**src/rtl/gated_clk_en_ctrl_if.sv**
```systemverilog
// Control/status bundle between a clocked unit's requesters and its clock-enable controller.
// master = requester side, slave = gated_clk_en_ctrl.
interface gated_clk_en_ctrl_if #(
    parameter int OFF_CNT_W = 16
);
    logic                 ctrl_busy;
    logic                 ctrl_wake_req;
    logic                 ctrl_force_on;
    logic                 ctrl_cnt_clr;
    logic                 local_en;
    logic                 ctrl_wake_ack;
    logic                 ctrl_clk_off;
    logic [OFF_CNT_W-1:0] ctrl_off_cycles;

    modport master (
        output ctrl_busy, ctrl_wake_req, ctrl_force_on, ctrl_cnt_clr,
        input  local_en, ctrl_wake_ack, ctrl_clk_off, ctrl_off_cycles
    );

    modport slave (
        input  ctrl_busy, ctrl_wake_req, ctrl_force_on, ctrl_cnt_clr,
        output local_en, ctrl_wake_ack, ctrl_clk_off, ctrl_off_cycles
    );
endinterface

```
**src/rtl/gated_clk_en_ctrl.sv**
```systemverilog
// Idle-detect clock-enable controller for one gated clock cell. Runs on the ungated clock;
// local_en is decoded from registered state only so the gating cell never sees a glitch.
module gated_clk_en_ctrl #(
    parameter int CNT_W       = 4,
    parameter int IDLE_CYCLES = 8,
    parameter int OFF_CNT_W   = 16
) (
    input  logic               forever_cpuclk,
    input  logic               cpurst_b,
    gated_clk_en_ctrl_if.slave ctrl
);
    typedef enum logic [1:0] {
        ST_RUN       = 2'd0,
        ST_IDLE_WAIT = 2'd1,
        ST_OFF       = 2'd2,
        ST_WAKE      = 2'd3
    } state_e;

    // Terminal count truncated to CNT_W so IDLE_CYCLES == 2**CNT_W compares at all ones.
    localparam logic [CNT_W-1:0] IDLE_TERM = CNT_W'(IDLE_CYCLES - 1);

    if (IDLE_CYCLES < 1 || IDLE_CYCLES > (1 << CNT_W)) begin : g_bad_cfg
        $error("gated_clk_en_ctrl: IDLE_CYCLES=%0d outside 1..2**CNT_W", IDLE_CYCLES);
    end

    state_e               state_q, state_d;
    logic [CNT_W-1:0]     idle_cnt_q, idle_cnt_d;
    logic [OFF_CNT_W-1:0] off_cnt_q;
    logic                 wake;

    assign wake = ctrl.ctrl_busy | ctrl.ctrl_wake_req | ctrl.ctrl_force_on;

    always_ff @(posedge forever_cpuclk or negedge cpurst_b) begin
        // NOTE: non-blocking updates keep every register sampling pre-edge values.
        if (!cpurst_b) begin
            state_q    <= ST_RUN;
            idle_cnt_q <= '0;
        end else begin
            state_q    <= state_d;
            idle_cnt_q <= idle_cnt_d;
        end
    end

    always_comb begin
        // NOTE: defaults first so every path assigns and no latch is inferred.
        state_d    = state_q;
        idle_cnt_d = idle_cnt_q;
        unique case (state_q)
            ST_RUN: begin
                if (!wake) begin
                    state_d    = ST_IDLE_WAIT;
                    idle_cnt_d = '0;
                end
            end
            ST_IDLE_WAIT: begin
                // Wake beats gating, even on the terminal count.
                if (wake) begin
                    state_d    = ST_RUN;
                    idle_cnt_d = '0;
                end else if (idle_cnt_q == IDLE_TERM) begin
                    state_d = ST_OFF;
                end else begin
                    idle_cnt_d = idle_cnt_q + CNT_W'(1);
                end
            end
            ST_OFF: begin
                if (wake) state_d = ST_WAKE;
            end
            ST_WAKE: state_d = ST_RUN;
            default: state_d = ST_RUN;
        endcase
    end

    always_comb begin
        ctrl.local_en      = (state_q != ST_OFF);
        ctrl.ctrl_clk_off  = (state_q == ST_OFF);
        ctrl.ctrl_wake_ack = ctrl.ctrl_wake_req & (state_q != ST_OFF);
    end

    // Gated-cycle counter saturates at all ones; clear takes priority over increment.
    always_ff @(posedge forever_cpuclk or negedge cpurst_b) begin
        if (!cpurst_b) begin
            off_cnt_q <= '0;
        end else if (ctrl.ctrl_cnt_clr) begin
            off_cnt_q <= '0;
        end else if (state_q == ST_OFF && off_cnt_q != '1) begin
            off_cnt_q <= off_cnt_q + OFF_CNT_W'(1);
        end
    end

    assign ctrl.ctrl_off_cycles = off_cnt_q;
endmodule
```
**src/flat_wrapper.sv**
```systemverilog
// flat-port wrapper written by rule: the top's interface ports become plain ports
module gated_clk_en_ctrl_flat 
#(
    parameter int CNT_W       = 4,
    parameter int IDLE_CYCLES = 8,
    parameter int OFF_CNT_W   = 16
)
  (forever_cpuclk, cpurst_b, ctrl_ctrl_busy, ctrl_ctrl_wake_req, ctrl_ctrl_force_on, ctrl_ctrl_cnt_clr, ctrl_local_en, ctrl_ctrl_wake_ack, ctrl_ctrl_clk_off, ctrl_ctrl_off_cycles);
  gated_clk_en_ctrl_if #(.OFF_CNT_W(OFF_CNT_W)) ctrl_i ();
  input  logic forever_cpuclk;
  input  logic cpurst_b;
  input wire logic [$bits(ctrl_i.ctrl_busy)-1:0] ctrl_ctrl_busy;
  input wire logic [$bits(ctrl_i.ctrl_wake_req)-1:0] ctrl_ctrl_wake_req;
  input wire logic [$bits(ctrl_i.ctrl_force_on)-1:0] ctrl_ctrl_force_on;
  input wire logic [$bits(ctrl_i.ctrl_cnt_clr)-1:0] ctrl_ctrl_cnt_clr;
  output wire logic [$bits(ctrl_i.local_en)-1:0] ctrl_local_en;
  output wire logic [$bits(ctrl_i.ctrl_wake_ack)-1:0] ctrl_ctrl_wake_ack;
  output wire logic [$bits(ctrl_i.ctrl_clk_off)-1:0] ctrl_ctrl_clk_off;
  output wire logic [$bits(ctrl_i.ctrl_off_cycles)-1:0] ctrl_ctrl_off_cycles;
  assign ctrl_i.ctrl_busy = ctrl_ctrl_busy;
  assign ctrl_i.ctrl_wake_req = ctrl_ctrl_wake_req;
  assign ctrl_i.ctrl_force_on = ctrl_ctrl_force_on;
  assign ctrl_i.ctrl_cnt_clr = ctrl_ctrl_cnt_clr;
  assign ctrl_local_en = ctrl_i.local_en;
  assign ctrl_ctrl_wake_ack = ctrl_i.ctrl_wake_ack;
  assign ctrl_ctrl_clk_off = ctrl_i.ctrl_clk_off;
  assign ctrl_ctrl_off_cycles = ctrl_i.ctrl_off_cycles;
  gated_clk_en_ctrl #(.CNT_W(CNT_W), .IDLE_CYCLES(IDLE_CYCLES), .OFF_CNT_W(OFF_CNT_W)) u_core (.forever_cpuclk(forever_cpuclk), .cpurst_b(cpurst_b), .ctrl(ctrl_i));
endmodule
```
**config.mk**
```make
export PLATFORM = sky130hd
export DESIGN_NAME = gated_clk_en_ctrl_flat
export DESIGN_NICKNAME = d
export VERILOG_FILES = /design/src/rtl/gated_clk_en_ctrl_if.sv /design/src/rtl/gated_clk_en_ctrl.sv /design/src/flat_wrapper.sv
export SDC_FILE = /design/constraint.sdc
export NUM_CORES = 1
export LEC_CHECK = 0
export ABC_AREA = 1
export CAP_MARGIN = 20
export CORE_ASPECT_RATIO = 0.7
export CORE_MARGIN = 4
export CORE_UTILIZATION = 51
export CTS_CLUSTER_DIAMETER = 80
export DETAILED_ROUTE_END_ITERATION = 8
export GPL_ROUTABILITY_DRIVEN = 0
export PLACE_DENSITY = 0.86
export SETUP_SLACK_MARGIN = 0.15
export SYNTH_ARGS = -nofsm -noshare
export SYNTH_HDL_FRONTEND = slang
export SYNTH_SLANG_ARGS = --single-unit
```
**constraint.sdc**
```tcl
create_clock -name forever_cpuclk -period 1.66 [get_ports forever_cpuclk]
set_input_delay 0.166 -clock forever_cpuclk [delete_from_list [all_inputs] [get_ports forever_cpuclk]]
set_output_delay 0.166 -clock forever_cpuclk [all_outputs]
set_load 0.005 [all_outputs]
```
# Word-level counts from Yosys, hierarchy flattened
# Cells that the tools add are included.
# op_classes
addsub	2
eq_ne	10
mux	11
bitwise_logic	3
reduce_logical	6
# ops
operator	n
$mux 16	2
$add 16x1->16 const B	1
$ne 16x16->1 const B	1
$mux 4	3
$mux 2	4
$pmux 2 s4	1
$pmux 4 s2	1
$reduce_and 3->1	2
$add 4x1->4 const B	1
$eq 2x2->1 const B	2
$eq 4x3->1 const B	1
$ne 2x2->1 const B	2
$reduce_bool 2->1	2
$ne 3x1->1 const B	1
$ne 3x2->1 const B	1
$eq 2x1->1 const B	1
$logic_not 2->1	1
$ne 2x1->1 const B	1
$or 1x1->1	2
$and 1x1->1	1
$logic_and 1x1->1	1
# totals
ff_bits	22
output_inout_bits	19
word_cells	35

# Logic depth before layout (Yosys ltp)
# depth
word_depth	4
ltp_mapped	10
ltp_nobuf	9

# Worst setup path after synthesis
# OpenSTA, ideal clock, no wires.
# synth_path
kind	reg2reg
from	register u_core.off_cnt_q[0] (netlist: u_core.ctrl.ctrl_off_cycles[0])
to	register u_core.off_cnt_q[2] (netlist: u_core.ctrl.ctrl_off_cycles[2])
setup_time_ps	117
arrival_ps	1375
required_ps	1543
path_slack_ps	168
path_stages_with_launch	11
period_less_slack_ps	1492
path_cell_list	dfrtp_1 ha_1 nand2_1 nor2_2 nand2_2 nor2_4 o21ai_4 inv_4 buf_12 nand2_1 nand2_1
# synth_between
elab_chain_cells	3
elab_cells_between_ends	6
classes_between	add/sub: 1; eq/ne: 1; mux: 2; reduce/logical: 2
# synth_rtl
element	line_no	rtl
start, declared	gated_clk_en_ctrl.sv:28	logic [OFF_CNT_W-1:0] off_cnt_q;
start signal, assigned	gated_clk_en_ctrl.sv:87	off_cnt_q <= off_cnt_q + OFF_CNT_W'(1);
$add 16x1->16 or $ne 16x16->1 (tied branches)	gated_clk_en_ctrl.sv:87, gated_clk_en_ctrl.sv:86	
$mux 16 or $logic_and 1x1->1 (tied branches)	gated_clk_en_ctrl.sv:86	end else if (state_q == ST_OFF && off_cnt_q != '1) begin
$mux 16 or $reduce_bool 2->1 (tied branches)	n/a	
# Parallel ways exist; a longest one is shown, timed or not. The select of a mux whose other input is x is not followed.
# A chain may end at the register's enable or synchronous reset.

# Worst setup path after layout
# layout_path
from	register u_core.off_cnt_q[1] (netlist: u_core.ctrl.ctrl_off_cycles[1])
to	register u_core.off_cnt_q[2] (netlist: u_core.ctrl.ctrl_off_cycles[2])
# The elaborated chain is that of the path after synthesis.

==> impl_metrics.env <==
export IMPL_ys_ff_latch=22
export IMPL_outcome="completed"
export IMPL_cp_max_fo=15
export IMPL_rsz0062_at_grt="yes"
export IMPL_nets=246
export IMPL_first_global_vias=1308
export IMPL_grt_ovfl_total=0
export IMPL_fp_dieW_um=69.6
export IMPL_finalMaxSlewViolations=0
export IMPL_dp_slack_ns=-0.131
export IMPL_synth_xor_area_share_pct=3.24
export IMPL_cts_root_buffer="clkbuf_8"
export IMPL_grt_use_total_pct=21.7
export IMPL_numCtsBuffers=3
export IMPL_hold_path_class="input pin to asynchronous set/reset pin"
export IMPL_p_switching_mw=0.234
export IMPL_path_buf_inv=1
export IMPL_final_layout_size_suffix_gt1_share_pct=22.8
export IMPL_ant_nets=0
export IMPL_n_antenna_cell=0
export IMPL_ys_warn_count=0
export IMPL_via_per_inst=5.23
export IMPL_synth_top_family_by_area="simple AND/OR/NAND/NOR gates"
export IMPL_p_int_mw=0.781
export IMPL_fin_crit_sh_pct=90.2
export IMPL_cts_max_path_buffers=2
export IMPL_setup_worst_path_start_class="flop"
export IMPL_finClkSkew_ns=0.00347
export IMPL_dp_hpwl_mm=2.53
export IMPL_synth_fa_ha_area_share_pct=1.85
export IMPL_io_pins=25
export IMPL_path_depth=9
export IMPL_grt_max_degree=23
export IMPL_dieArea_um2=3550
export IMPL_synth_area_um2=1350
export IMPL_yosys_top_cells_count="nand2_1, dfrtp_1, nand3_1"
export IMPL_worstMarginPinSlew_ns=0.313
export IMPL_first_iter_violations=135
export IMPL_cpLargestDelayFamily="simple AND/OR/NAND/NOR gates"
export IMPL_yosysUniqueCellTypes=23
export IMPL_pwr_share_clk_pct=39.1
export IMPL_critical_path_max_stage_delay_ns=0.38
export IMPL_slew_headroom_pct=79.1
export IMPL_drtPass1Iterations=4
export IMPL_wl_per_cell_um=13.2
export IMPL_clkSinkCount=22
export IMPL_crit_path_end_kind="flop"
export IMPL_core_area_um2=2500
export IMPL_layout_area_overhead_vs_synth_pct=40.6
export IMPL_yosysSeqAreaShare_pct=40.7
export IMPL_rr_endpoint="u_core.ctrl.ctrl_off_cycles[2]"
export IMPL_power_density_nw_per_um2=534
export IMPL_start_util_pct=54.2
export IMPL_total_power_mw=1.01
export IMPL_period_needed_ns=1.50
export IMPL_synth_area_top_cells="dfrtp_1, nand2_1, nand3_1"
export IMPL_setup_slack_ns=0.163
export IMPL_setup_viol=0
export IMPL_yosysTopAreaCell="dfrtp_1"
export IMPL_synth_edff_count=0
export IMPL_grt_first_pass_wirelength_mm=6.03
export IMPL_rr_startpoint="u_core.ctrl.ctrl_off_cycles[1]"
export IMPL_cts_hold_buffers=0
export IMPL_crit_chain="ha_2, nand2_2, nor2_4, nand2_2, nor2_4, o21ai_4, inv_6, nand2_1, nand2_1"
export IMPL_rr_worst_depth=9
export IMPL_synth_top_area_share_pct=40.7
export IMPL_max_cap_viol_count=0
export IMPL_cp_data_arrival_time_ns=1.67
export IMPL_netlist_instances=187
export IMPL_dpl_cell_area_um2=1760
export IMPL_p_leak_nw=0.902
export IMPL_synth_most_common_cell="nand2_1"
export IMPL_avgSynthCellArea_um2=7.23
export IMPL_p_comb_share_pct=7.4
export IMPL_synth_compound_area_share_pct=5.37
export IMPL_rows=15
export IMPL_clk_pin_slew_ns=0.08
export IMPL_clock_latency_ns=0.27
export IMPL_swShare_pct=23.0
export IMPL_synth_nets=195
export IMPL_io_buffers=24
export IMPL_htree_levels=1
export IMPL_die_y_um=51.1
export IMPL_wirelength_mm=3.59
export IMPL_postLayoutCoreUtil_pct=76.2
export IMPL_vias=1418
export IMPL_finalSetupTns_ns=0
export IMPL_synth_async_reset_ratio_pct=100
export IMPL_cts_tree="done"
export IMPL_cp_required_ns=1.83
export IMPL_reg2reg_slack_ns=0.16
export IMPL_synthMuxAreaShare_pct=0
export IMPL_antenna_found_initial=0
export IMPL_seqPwrFrac_pct=53.5
export IMPL_drc=0
export IMPL_postLayoutCellArea_um2=1900
export IMPL_yosys_area_share_simple_pct=41.0
export IMPL_synth_flop_cell="dfrtp_1"
export IMPL_hold_violations=0
export IMPL_max_clock_freq_mhz=668
export IMPL_ir_drop_mv=0.516
export IMPL_path_class="flop to flop"
export IMPL_slowest_stage="dfrtp_1"
==> metrics by stage <==
stage	hold WS, ns	std cells
after CTS	0.256	268
final	0.234	271
after global placement	0.506	262
after floorplan	-0.130	187
after detailed placement	0.514	262
after global routing	0.282	271
==> cell type report <==
| type | instances | area [um^2] |
|---|---|---|
| Clock buffer | 4 | 55.1 |
| Fill cell | 187 | 594 |
| Inverter | 20 | 80.1 |
| Multi-Input combinational cell | 142 | 736 |
| Sequential cell | 22 | 551 |
| Tap cell | 34 | 42.5 |
| Timing Repair Buffer | 49 | 438 |
==> power groups by stage <==
stage	Sequential, mW	Combinational, mW	Clock [mW]
after floorplan	0.552	0.0327	0
after CTS	0.542	0.0713	0.398
after global placement	0.553	0.0707	0
final	0.543	0.0755	0.397
after global routing	0.543	0.0831	0.428
after detailed placement	0.553	0.0721	0
==> registers in the layout, summed over array words and instances, names as in the netlist, named ones only <==
signal and count:
u_core.ctrl.ctrl_off_cycles 16, u_core.idle_cnt_q 4, u_core.state_q 1
==> logic make-up after synthesis <==
family | Yosys count
AOI/OAI and AO/OA | 12
xor gates and xnor gates | 5
adders and majority gates | 2
buffers and inverters | 23
DFF | 22
and+or+nand+nor | 123
==> worst reg2reg max path: cells and delay by family, from the launching register on <==
family	cells	cell delay, ns
compound gates	1	0.25
fa+ha+maj	1	0.21
buf+inv	1	0.12
flops	1	0.38
simple gates	6	0.43
==> per-layer routing <==
metal | part of all wire [%] | GRT usage (%) | wire (um) | vias to the layer above
li1 | - | - | - | 706
met1 | 49 | 31.3 | 1770 | 652
met2 | 42 | 32.1 | 1520 | 56
met3 | 7.8 | 5.70 | 279 | 4
met4 | 0.61 | 5.52 | 22 | 0
met5 | 0 | 0 | 0 | -
==> what timing repair did <==
action,CTS,global route
pin swaps,0,6
cloned,0,0
setup endpoints to repair,15,18
resized for setup,6,14
setup buffers,2,3
==> placed cells by master (no fill, tap or decap), drive strengths merged <==
master | Yosys | layout
nand2 | 63 | 63
buf | 3 | 25
nor2 | 24 | 24
dfrtp | 22 | 22
clkdlybuf4s50 | 0 | 20
nand3 | 20 | 20
inv | 20 | 20
nand4 | 9 | 9
o21ai | 7 | 7
xor2 | 5 | 5
a21oi | 4 | 4
clkbuf | 0 | 4
or2 | 3 | 3
nor3 | 2 | 2
nand3b | 2 | 2
dlymetal6s2s | 0 | 2
dlygate4sd2 | 0 | 2
ha | 2 | 2
o22ai | 1 | 1
==> worst max path at each step <==
stage                                               from                        endpoint  slack [ns]
after floorplan           u_core.ctrl.ctrl_off_cycles[0]  u_core.ctrl.ctrl_off_cycles[2]        0.17
after global placement    u_core.ctrl.ctrl_off_cycles[0]  u_core.ctrl.ctrl_off_cycles[1]       -0.12
after detailed placement  u_core.ctrl.ctrl_off_cycles[0]  u_core.ctrl.ctrl_off_cycles[8]       -0.13
after CTS                 u_core.ctrl.ctrl_off_cycles[0]  u_core.ctrl.ctrl_off_cycles[4]        0.15
after global routing      u_core.ctrl.ctrl_off_cycles[1]  u_core.ctrl.ctrl_off_cycles[7]        0.11
final                     u_core.ctrl.ctrl_off_cycles[1]  u_core.ctrl.ctrl_off_cycles[2]        0.16
(Power assumes the default switching activity.)
